### config.mk
export PLATFORM = sky130hd
export DESIGN_NAME = sat_counter_table
export DESIGN_NICKNAME = d
export VERILOG_FILES = /design/src/rtl/sat_counter_table.sv
export SDC_FILE = /design/constraint.sdc
export NUM_CORES = 1
export LEC_CHECK = 0
export BUFFER_PORTS_ARGS = -buffer_cell sky130_fd_sc_hd__buf_4
export CAP_MARGIN = 25
export CORE_MARGIN = 3
export CORE_UTILIZATION = 35
export CTS_CLUSTER_DIAMETER = 80
export CTS_CLUSTER_SIZE = 10
export DETAILED_ROUTE_END_ITERATION = 10
export SKIP_LAST_GASP = 1
export SLEW_MARGIN = 20
export SYNTH_ARGS = -nofsm -noshare
export SYNTH_HDL_FRONTEND = slang
export SYNTH_SLANG_ARGS = --single-unit
### constraint.sdc
create_clock -name Clk -period 6.4 [get_ports Clk]
set_input_delay 0.64 -clock Clk [delete_from_list [all_inputs] [get_ports Clk]]
set_output_delay 0.64 -clock Clk [all_outputs]
set_load 0.1 [all_outputs]
### src/rtl/sat_counter_table.sv
// sat_counter_table
//   Table of DEPTH saturating counters (WIDTH bits each) for the branch
//   predictor. After reset or Flush the table clears itself by writing
//   INIT_VALUE to one entry per cycle; Ready is low until that finishes.
//
//   Optional feature macro: SAT_COUNTER_TABLE_STATS_EN
//     adds MispredCount, a saturating 32-bit count of RUN updates whose
//     outcome disagreed with the pre-update prediction (entry MSB).
//
// Ports
//   Clk          rising-edge clock
//   Rst_n        synchronous active-low reset
//   Flush        restart the init sequence (drops a same-cycle update)
//   Ready        table initialised, lookups/updates accepted
//   LookupValid  lookup request
//   LookupIndex  entry to read
//   PredValid    registered lookup result valid (one cycle after request)
//   PredTaken    MSB of PredCounter
//   PredCounter  returned counter value, holds while PredValid is low
//   UpdValid     train request
//   UpdIndex     entry to train
//   UpdTaken     resolved outcome, 1 = taken
//   MispredCount (stats build only) misprediction counter

module sat_counter_table #(
  parameter  int WIDTH      = 2,
  parameter  int DEPTH      = 64,
  parameter  int INIT_VALUE = 1,
  localparam int IDX_W      = $clog2(DEPTH)
) (
  input  logic             Clk,
  input  logic             Rst_n,
  input  logic             Flush,
  output logic             Ready,
  input  logic             LookupValid,
  input  logic [IDX_W-1:0] LookupIndex,
  output logic             PredValid,
  output logic             PredTaken,
  output logic [WIDTH-1:0] PredCounter,
  input  logic             UpdValid,
  input  logic [IDX_W-1:0] UpdIndex,
  input  logic             UpdTaken
`ifdef SAT_COUNTER_TABLE_STATS_EN
  ,
  output logic [31:0]      MispredCount
`endif
);

  localparam logic [0:0] INIT = 1'b0;
  localparam logic [0:0] RUN  = 1'b1;

  localparam logic [WIDTH-1:0] CNT_MAX  = '1;
  localparam logic [WIDTH-1:0] CNT_ONE  = WIDTH'(1);
  localparam logic [WIDTH-1:0] INIT_CNT = WIDTH'(INIT_VALUE);
  localparam logic [IDX_W-1:0] IDX_ONE  = IDX_W'(1);

  logic [WIDTH-1:0] counterTable [DEPTH];
  logic [0:0]       state;
  logic [IDX_W-1:0] initPtr;

  logic             isRun;
  logic             lookupAccept;
  logic             updAccept;
  logic             bypassHit;
  logic [WIDTH-1:0] updCurrent;
  logic [WIDTH-1:0] updNext;
  logic [WIDTH-1:0] lookupData;

  assign isRun        = (state == RUN);
  assign Ready        = isRun;
  assign lookupAccept = isRun && LookupValid;
  // A flush in the same cycle wins over training.
  assign updAccept    = isRun && UpdValid && !Flush;
  assign bypassHit    = updAccept && (LookupIndex == UpdIndex);

  // Saturating next value of the entry being trained.
  always_comb begin
    // NOTE: default first so every path assigns updNext; otherwise a latch is inferred.
    updCurrent = counterTable[UpdIndex];
    updNext    = updCurrent;
    if (UpdTaken) begin
      if (updCurrent != CNT_MAX) updNext = updCurrent + CNT_ONE;
    end else begin
      if (updCurrent != '0) updNext = updCurrent - CNT_ONE;
    end
  end

  // Same-index lookup sees the value being written this cycle.
  assign lookupData = bypassHit ? updNext : counterTable[LookupIndex];

  // Init/run sequencing. Init ends on the cycle that writes entry DEPTH-1.
  always_ff @(posedge Clk) begin
    // NOTE: sequential state uses non-blocking assignments so all flops update together.
    if (!Rst_n) begin
      state   <= INIT;
      initPtr <= '0;
    end else if (Flush) begin
      state   <= INIT;
      initPtr <= '0;
    end else if (state == INIT) begin
      initPtr <= initPtr + IDX_ONE;
      if (&initPtr) state <= RUN;
    end
  end

  // Counter storage.
  always_ff @(posedge Clk) begin
    // NOTE: the array has no reset; the INIT sequence is its only clear, which keeps it RAM-mappable.
    if (Rst_n) begin
      if (!isRun) begin
        counterTable[initPtr] <= INIT_CNT;
      end else if (updAccept) begin
        counterTable[UpdIndex] <= updNext;
      end
    end
  end

  // Registered lookup result.
  always_ff @(posedge Clk) begin
    if (!Rst_n) begin
      PredValid   <= 1'b0;
      PredCounter <= '0;
    end else begin
      PredValid <= lookupAccept;
      if (lookupAccept) PredCounter <= lookupData;
    end
  end

  assign PredTaken = PredCounter[WIDTH-1];

`ifdef SAT_COUNTER_TABLE_STATS_EN
  always_ff @(posedge Clk) begin
    if (!Rst_n || Flush) begin
      MispredCount <= '0;
    end else if (updAccept && (updCurrent[WIDTH-1] != UpdTaken) && (MispredCount != '1)) begin
      MispredCount <= MispredCount + 32'd1;
    end
  end
`endif

endmodule

# Word-level counts from Yosys, hierarchy flattened

Memory sizes are Yosys's and may differ from the RTL's. A register that Yosys moved wholly into a read port is not among the register bits.
Index checks and enable logic that the tools add are counted.

Bitwise logic cells: 1
Equal/unequal tests: 1
Add/subtract/negate cells: 3
Muxes and demuxes: 15
Reductions and logical operators: 9

Operators with widths:

| cell                                             | number |
|---|---|
| 2-to-1 mux 1 bit                                 | 10 |
| 2-to-1 mux 2 bit                                 | 4 |
| adder 6 x 1 -> 6 bit, second input constant      | 1 |
| 2-to-1 mux 6 bit                                 | 1 |
| AND reduction 6 bit                              | 1 |
| OR reduction 2 bit                               | 2 |
| logical AND 1 bit                                | 3 |
| adder 2 x 1 -> 2 bit, second input constant      | 1 |
| logical NOT 1 bit                                | 2 |
| inequality test 2 bit, second input constant     | 1 |
| nonzero test 2 bit                               | 1 |
| subtractor 2 x 1 -> 2 bit, second input constant | 1 |
| inverter 1 bit                                   | 1 |

Memories kept: 1
RAM bits: 128
Word-level logic and storage cells: 33
Input bits: 18
Bits in registers: 8

Memories:

| memory       | depth | bits a word | rd ports | clocked after memory_dff | wr ports | line | text |
|---|---|---|---|---|---|---|---|
| counterTable | 64    | 2           | 2        | 1                        | 1        | 57   | `logic [WIDTH-1:0] counterTable [DEPTH];` |

# Depth between registers and ports, before layout

Gate-level depths: netlist of run 1.

Word-level depth: 8
Gate-level depth with buffers: 10
Gate-level depth less buffers: 7

# Worst setup path after synthesis of run 1

No wires, ideal clock.

Kind: in2reg
Start: in UpdIndex[0]
End: mem counterTable[0][0], data pin
Path slack: 1.782 ns
Stages on the path: 9
Data arrival time: 4.063 ns
Data required time: 5.845 ns
Cells stage by stage: buf_6 > buf_6 > buf_2 > mux4_2 > nor2_1 > o221ai_1 > a21oi_1 > o211ai_1 > a21oi_1

Word-level cells in the longest chain between the ends: 5
Elaborated cells on any way between the ends: 9
Classes of those cells: add/sub: 2; eq/ne: 1; mux: 4; reduce/logical: 1; memory: 1

Ends and longest elaborated chain:

| item                                                    | line   | text |
|---|---|---|
| from (decl)                                             | 41     | `input logic [IDX_W-1:0] UpdIndex,` |
| memory read (64 x 2 bit) (*)                            | n/a    |  |
| subtractor 2 x 1 -> 2 bit, or another cell as far along | 84     | `if (updCurrent != '0) updNext = updCurrent - CNT_ONE;` |
| 2-to-1 mux 2 bit, on equally long branches              | 84, 82 |  |
| 2-to-1 mux 2 bit (*)                                    | 81     | `if (UpdTaken) begin` |
| 2-to-1 mux 2 bit (no line) (*)                          | n/a    |  |
| to (decl)                                               | 57     |  |

Mark *: on every way between the ends. The rest lies on a longest branch, timed or not.

# Worst setup path in the final report of run 1

Start: in UpdIndex[0]
End: mem counterTable[60][0], data pin

Same word-level chain as after synthesis.

==> results of run 1 <==
[flip-flops by register name, summed over array words and instances (netlist names)]
register,cells
initPtr,6
PredCounter,2
counterTable,128
Ready,1
PredValid,1
[critical path, stage by stage]
cell	delay, ns
buf_4	0.57
mux4_2	0.59
mux4_2	0.51
o22ai_1	0.26
o211ai_1	0.19
a21oi_4	0.61
buf_4	0.36
[power by group through the flow]
stage | logic [mW] | registers [mW] | clock network, mW
after floorplan | 0.0709 | 0.992 | 0
after global placement | 0.0956 | 0.992 | 0
after detailed placement | 0.0966 | 0.992 | 0
after CTS | 0.0969 | 0.973 | 1.06
after global routing | 0.103 | 0.973 | 1.10
final | 0.0968 | 0.973 | 1.05
[through the flow]
stage	util	power [mW]	setup WS [ns]
after floorplan	-	1.06	1.78
after global placement	0.383	1.09	2.17
after detailed placement	0.383	1.09	2.06
after CTS	0.416	2.13	2.51
after global routing	0.416	2.17	2.66
final	0.416	2.12	2.89
[layer usage]
metal | global-route usage | vias up | part of all wire
met2 | 0.256 | 154 | 0.49
met4 | 0.0722 | 0 | 0.028
met1 | 0.202 | 2137 | 0.41
met5 | 0 | - | 0
li1 | - | 1805 | -
met3 | 0.0475 | 30 | 0.071
[synth_stat cells, types with 2 or more instances]
| cell | n |
|---|---|
| xnor2_1 | 6 |
| nand2_1 | 28 |
| mux2_2 | 11 |
| buf_2 | 5 |
| buf_6 | 5 |
| mux4_1 | 3 |
| clkbuf_1 | 10 |
| nand2b_1 | 2 |
| nor2_1 | 90 |
| inv_1 | 3 |
| mux2i_1 | 14 |
| nand3_1 | 5 |
| and2_1 | 4 |
| nor2b_1 | 5 |
| buf_1 | 2 |
| a21oi_1 | 4 |
| xor2_1 | 2 |
| mux4_2 | 66 |
| dfxtp_1 | 10 |
| edfxtp_1 | 128 |
| o221ai_1 | 9 |
| a221o_1 | 4 |
| and3_1 | 2 |
[logic make-up after synthesis]
family	count (synthesis)	share of synthesized area
AND/OR/NAND/NOR	142	0.0854
flip-flops	138	0.580
multiplexers	94	0.262
AO/OA/AOI/OAI	29	0.0348
buffers and inverters	27	0.0237
XOR/XNOR	8	0.0101
adder cells (fa/ha/maj)	2	0.00341
[cell type report]
class,instances,share of cell area
clock inverters,13,0.0251
repair buffers,24,0.0235
flip-flops and latches,138,0.507
well taps,260,0.0408
multi-input cells,275,0.348
clock buffers,18,0.0538
inverters,3,0.00141
[worst max path at each step]
stage / startpoint / to / slack [ns] / depth (start not counted)
6_report: UpdIndex[0] / counterTable[60][0] / 2.89 / 7
5_1_grt: UpdIndex[0] / counterTable[60][0] / 2.66 / 7
4_1_cts: UpdIndex[0] / counterTable[60][0] / 2.51 / 7
3_5_place_dp: UpdIndex[0] / counterTable[31][0] / 2.06 / 7
3_3_place_gp: UpdIndex[0] / counterTable[55][0] / 2.17 / 7
2_1_floorplan: UpdIndex[0] / counterTable[0][0] / 1.78 / 9
==> impl_metrics.json, run 1 <==
{
  "cp_max_fo": 42,
  "grt_pass1_wl_um": 25500,
  "die_y_um": 147,
  "worstPathRequired_ns": 6.65,
  "drt_pass1_iterations": 5,
  "synth.distinct_cells": 45,
  "p_int_mw": 1.70,
  "status": "complete, no violations",
  "vias": 4126,
  "detail-route-antenna-nets": 0,
  "multi_input_area_mm2": 0.00278,
  "drtIter0Drc": 388,
  "final_common_cell": "edfxtp_1",
  "finalSetupTns_ns": 0,
  "cts_resized": 0,
  "cts_setup_buffers": 0,
  "antenna_found_initial": 0,
  "cts_tree": "done",
  "comb_power_share": 0.046,
  "period_minus_slack_ns": 3.51,
  "ios": 23,
  "syn-num-nets": 459,
  "layout.nets": 478,
  "critical_path_class": "input port to register",
  "syn2layout_area_growth_pct": 14.4,
  "synthArstFlopShare": 0,
  "cp-end-kind": "register",
  "clock_latency_ns": 0.43,
  "vdd_ir_drop_max_mv": 0.132,
  "switchingPower_uw": 418,
  "start_util": 0.364,
  "timing.rr.end": "counterTable[60][0]",
  "clkSinkCount": 138,
  "core_mm2": 0.0191,
  "r2r_start": "counterTable[43][0]",
  "grt_max_degree": 65,
  "synth.area.top_cells": "edfxtp_1 (55%), mux4_2 (21%), nor2_1 (4.8%), dfxtp_1 (2.9%), mux2i_1 (2.0%)",
  "hpwlAfterDp_um": 11000,
  "maxCapViolCount": 0,
  "synth_top_area_share": 0.551,
  "slew_violations": 0,
  "postSynthCellCount": 440,
  "layout-drive-gt1-share": 0.280,
  "period_share": 0.548,
  "synth_edf_count": 128,
  "wire_per_inst_um": 22.8,
  "port_buffers": 22,
  "synth_area_mm2": 0.00697,
  "fin_cells": 731,
  "slew_headroom": 0.487,
  "synth_ff_type": "edfxtp_1",
  "num_rows": 50,
  "seq_area_mm2": 0.00404,
  "yosysWarnings": 0,
  "hp-class": "register to register",
  "holdBufCountCts": 0,
  "grt-ovfl-total": 0,
  "final_area_mm2": 0.00797,
  "vias_per_cell": 5.64,
  "reg2reg_slack_ns": 3.42,
  "syn_area_per_cell_um2": 15.8,
  "wirelength_um": 16600,
  "rsz0062_at_grt": "false",
  "yosysSeqAreaShare": 0.580,
  "synth_top_area_cell": "edfxtp_1",
  "layout_common_cells": "edfxtp_1 (128), nor2_1 (90), mux4_2 (66)",
  "seqPwrFrac": 0.460,
  "critPathLaunchType": "input port",
  "ys_seq_elements": 138,
  "worst_pin_slew_ns": 0.768,
  "min_to": "initPtr[0]",
  "diodes": 0,
  "clock_power_share": 0.494,
  "leakage_nw": 2.50,
  "fillCellCount": 1747,
  "switching_share": 0.198,
  "drcViolationCount": 0,
  "fin_skew_ns": 0.00825,
  "dieArea_mm2": 0.0216,
  "finalHoldViolations": 0,
  "fmax_mhz": 285,
  "crit_arrival_ns": 3.76,
  "dp_cells": 699,
  "htreeDepth": 4,
  "postPlaceCellArea_mm2": 0.00733,
  "clk_pin_slew_ns": 0.05,
  "hold_path_depth": 2,
  "hp-start": "initPtr[0]",
  "globalplace.congestion": 0.817,
  "die_x_um": 147,
  "gr-usage-all-layers": 0.160,
  "root_buffer": "clkbuf_16",
  "setup_viol": 0,
  "power_density_mw_per_mm2": 265,
  "cts_buffers": 17,
  "grt_pass1_vias": 4349,
  "cts_max_path_buffers": 2,
  "whs_ns": 0.540,
  "reg2reg_depth": 6
}
No activity file was read; power rests on OpenSTA's default activity.
==> run 2: changes to the inputs <==
Clock period 6.4 ns to 3.3 ns, I/O delays scaled along.
==> run 2 against run 1 <==
Effect of this change:
- setup slack lost 2.4 ns
- clock skew shrank 0.0025 ns
- sequential power grew 94%
- die area is the same
- total power grew 85%
- count of clock-buffer cells in the layout is the same
- register-to-register slack lost 2.9 ns
- utilization grew 0.36 points
==> impl_metrics.json, run 2 (synthesis gave the netlist of run 1 again) <==
{
  "layout_common_cells": "edfxtp_1 (128), nor2_1 (90), mux4_2 (66)",
  "cts_setup_buffers": 0,
  "die_y_um": 147,
  "largest_reg_flops": 128,
  "wire_per_inst_um": 23.0,
  "die_x_um": 147,
  "timing.rr.end": "counterTable[28][1]",
  "cts_tree": "done",
  "worst_pin_slew_ns": 0.823,
  "slew_violations": 0,
  "vias_per_cell": 5.70,
  "rsz0062_at_grt": "false",
  "cts_buffers": 17,
  "drcViolationCount": 0,
  "reg_top3": "counterTable: 128 flops, initPtr: 6 flops, PredCounter: 2 flops",
  "drtIter0Drc": 408,
  "antenna_found_initial": 0,
  "finalHoldViolations": 0,
  "cp_max_fo": 32,
  "critPathLaunchType": "register",
  "layout.nets": 487,
  "final_common_cell": "edfxtp_1",
  "crit_path_start": "counterTable[51][1]",
  "detail-route-antenna-nets": 0,
  "port_buffers": 22,
  "leakage_nw": 2.54,
  "reg2reg_depth": 7,
  "grt_pass1_vias": 4381,
  "fin_skew_ns": 0.00571,
  "reg2reg_slack_ns": 0.47,
  "regMostFlops": "counterTable",
  "clkSinkCount": 138,
  "power_density_mw_per_mm2": 488,
  "hpwlAfterDp_um": 11300,
  "num_rows": 50,
  "start_util": 0.364,
  "hp-start": "LookupValid",
  "crit_arrival_ns": 2.98,
  "holdBufCountCts": 0,
  "period_minus_slack_ns": 2.83,
  "critical_path_class": "register to register",
  "finalSetupTns_ns": 0,
  "layout-drive-gt1-share": 0.299,
  "status": "complete, no violations",
  "root_buffer": "clkbuf_16",
  "grt_max_degree": 35,
  "maxCapViolCount": 0,
  "htreeDepth": 4,
  "drt_pass1_iterations": 6,
  "diodes": 0,
  "setup_viol": 0,
  "vdd_ir_drop_max_mv": 0.313,
  "slew_headroom": 0.450,
  "p_total_mw": 3.92,
  "period_share": 0.857,
  "gr-usage-all-layers": 0.162,
  "cts_max_path_buffers": 2,
  "r2r_start": "counterTable[51][1]",
  "globalplace.congestion": 0.845,
  "cts_resized": 0,
  "grt-ovfl-total": 0,
  "cp-endpoint": "counterTable[28][1]",
  "ios": 23,
  "whs_ns": 0.262,
  "wirelength_um": 17000,
  "syn2layout_area_growth_pct": 15.4,
  "worstPathRequired_ns": 3.45,
  "core_mm2": 0.0191,
  "fmax_mhz": 353,
  "cp-end-kind": "register",
  "hp-class": "input port to register",
  "clock_latency_ns": 0.41,
  "dieArea_mm2": 0.0216,
  "vias": 4222,
  "clk_pin_slew_ns": 0.06,
  "grt_pass1_wl_um": 26100
}
==> run 2: cell count changes in the layout (fill, tap and decap cells not counted) <==
cell       before  now
clkinv_1        3    1
clkinv_2        1    3
bufinv_16       5    2
clkinv_4        2    4
buf_12          0    5
buf_4          23   28
and2_2          0    1
buf_8           1    0
inv_6           1    3
and2_4          1    0
==> run 2: per-layer routing <==
metal | global-route usage | routed length, um
met1 | 0.206 | 6900
met2 | 0.277 | 8780
met5 | 0 | 0
met3 | 0.0367 | 1090
met4 | 0.0517 | 262
==> run 2: layout make-up <==
type                       count  area [um2]
fill                        1710       11100
tap                          260         325
inverter                       3        11.3
sequential                   138        4040
multi-input combinational    275        2770
clock buffer                  18         429
timing repair buffer          33         310
clock inverter                14         148
==> run 2: power breakdown <==
part,switching (mW),internal [mW]
clock network,0.725,1.12
logic,0.111,0.0861
registers,0.00232,1.89
==> run 2: critical path, cell delays in order (launching register included) <==
cell and delay, ns:
edfxtp_1 0.40, mux4_2 0.49, mux4_2 0.51, o22a_1 0.27, and2_1 0.17, maj3_2 0.30
and2_2 0.24, buf_12 0.17
==> run 2: how the worst min path moves through the flow <==
stage / endpoint / slack, ns / cells past startpoint
after floorplan: PredValid / 0.50 / 2
after global placement: initPtr[0] / 0.52 / 2
after detailed placement: initPtr[0] / 0.54 / 2
after CTS: PredValid / 0.25 / 3
after global routing: PredValid / 0.26 / 3
final: PredValid / 0.26 / 3
==> run 2: metrics by stage <==
step | setup WS [ns] | utilization | std cells | cell area (um2)
finish | 0.471 | 0.420 | 741 | 8040
global route | 0.411 | 0.420 | 741 | 8040
CTS | 0.486 | 0.420 | 741 | 8040
global placement | 0.151 | 0.390 | 709 | 7460
detailed placement | 0.102 | 0.390 | 709 | 7460
floorplan | 0.118 | - | 440 | 6980
==> run 3: changes to the inputs <==
Settings changed: BUFFER_PORTS_ARGS -buffer_cell sky130_fd_sc_hd__buf_4 to -buffer_cell sky130_fd_sc_hd__buf_2.
==> run 3 against run 2 <==
Effect of this change:
- global-route usage barely moved
- via count shrank 0.38%
- setup slack lost 0.056 ns
- fmax is 1.9% lower
- die area stayed put
- highest routed layer unchanged
- critical path depth is the same
- total power up 0.95%
- first-iteration DRC count increased by 19%
- largest cell class unchanged
- final cell count increased by 0.40%
- combinational power hardly changed
==> impl_metrics.json, run 3 (synthesis gave the netlist of run 1 again) <==
{
  "largest_reg_flops": 128,
  "switching_share": 0.205,
  "worst_pin_slew_ns": 0.756,
  "syn2layout_area_growth_pct": 15.4,
  "finalSetupTns_ns": 0,
  "vias": 4206,
  "grt_pass1_wl_um": 26100,
  "final_common_cell": "edfxtp_1",
  "rsz0062_at_grt": "false",
  "clkSinkCount": 138,
  "start_util": 0.364,
  "holdBufCountCts": 0,
  "dieArea_mm2": 0.0216,
  "r2r_start": "counterTable[39][0]",
  "dp_slack_ns": 0.103,
  "leakage_nw": 2.55,
  "layout_common_cells": "edfxtp_1 (128), nor2_1 (90), mux4_2 (66)",
  "setup_ws_ns": 0.415,
  "detail-route-antenna-nets": 0,
  "period_share": 0.874,
  "maxCapViolCount": 0,
  "cts_resized": 0,
  "layout.nets": 490,
  "switchingPower_uw": 811,
  "vias_per_cell": 5.65,
  "num_rows": 50,
  "wire_per_inst_um": 22.7,
  "p_int_mw": 3.15,
  "vdd_ir_drop_max_mv": 0.368,
  "grt_max_degree": 35,
  "power_density_mw_per_mm2": 493,
  "drcViolationCount": 0,
  "ios": 23,
  "cp-end-kind": "register",
  "reg2reg_slack_ns": 0.42,
  "clock_latency_ns": 0.42,
  "worstPathRequired_ns": 3.56,
  "hp-class": "input port to register",
  "core_mm2": 0.0191,
  "grt-ovfl-total": 0,
  "crit_path_start": "counterTable[39][0]",
  "antenna_found_initial": 0,
  "port_buffers": 22,
  "cp_max_fo": 12,
  "slew_headroom": 0.495,
  "seqPwrFrac": 0.477,
  "grt_pass1_vias": 4379,
  "regMostFlops": "counterTable",
  "diodes": 0,
  "comb_power_share": 0.049,
  "hpwlAfterDp_um": 11300,
  "wirelength_um": 16900,
  "crit_arrival_ns": 3.15,
  "setup_viol": 0,
  "die_y_um": 147,
  "period_minus_slack_ns": 2.88,
  "drtIter0Drc": 485,
  "cts_max_path_buffers": 2,
  "root_buffer": "clkbuf_16",
  "critPathLaunchType": "register",
  "fin_skew_ns": 0.00610,
  "status": "complete, no violations",
  "cts_tree": "done",
  "critical_path_class": "register to register",
  "p_total_mw": 3.96,
  "reg_top3": "counterTable: 128 flops, initPtr: 6 flops, PredCounter: 2 flops",
  "htreeDepth": 4,
  "finalHoldViolations": 0,
  "globalplace.congestion": 0.838,
  "clk_pin_slew_ns": 0.05,
  "hp-start": "LookupValid",
  "cts_buffers": 17,
  "drt_pass1_iterations": 5,
  "die_x_um": 147,
  "clock_power_share": 0.474,
  "cts_setup_buffers": 0,
  "gr-usage-all-layers": 0.162,
  "layout-drive-gt1-share": 0.302,
  "fmax_mhz": 347,
  "slew_violations": 0
}
## run 3: changes by cell type in the layout (fill, tap and decap cells not counted)
cell,delta
clkinv_4,-1
buf_2,+22
buf_4,-21
bufinv_16,+1
inv_6,-3
clkbuf_1,+1
buf_12,+2
clkinv_2,+2
## run 3: worst paths after layout
kind,to,cells after the start
max,counterTable[41][0],7
min,PredValid,3
max reg2reg,counterTable[41][0],7
min reg2reg,initPtr[0],2
## run 3: metal layers
metal  global-route usage  share of wire
met5                    0              0
met4               0.0620          0.025
met3               0.0444          0.061
met2                0.266           0.50
met1                0.207           0.41
## run 3: power groups by stage
stage	clock network (mW)	registers (mW)	logic (mW)
floorplan	0	1.92	0.138
global placement	0	1.92	0.192
detailed placement	0	1.92	0.195
CTS	1.90	1.89	0.195
global route	1.99	1.89	0.207
finish	1.88	1.89	0.194
## run 3: area by class of cell
type / count / area, um2
multi-input cells: 275 / 2770
repair buffers: 36 / 303
clock buffers: 19 / 433
well taps: 260 / 325
inverters: 3 / 11.3
clock inverters: 13 / 153
fillers: 1732 / 11100
flip-flops and latches: 138 / 4040
## run 3: per-stage QoR
stage	area [um2]	hold slack [ns]	utilization	instances
global placement	7460	0.525	0.390	712
finish	8040	0.256	0.420	744
global route	8040	0.291	0.420	744
detailed placement	7460	0.532	0.390	712
floorplan	6980	0.501	-	440
CTS	8040	0.230	0.420	744
## run 3: worst max-delay path, stage by stage (launching register included)
cell and delay (ns):
edfxtp_1 0.37, mux4_2 0.51, mux4_2 0.53, o22ai_1 0.24, buf_4 0.16, o211ai_1 0.14
a21oi_4 0.50, buf_4 0.28
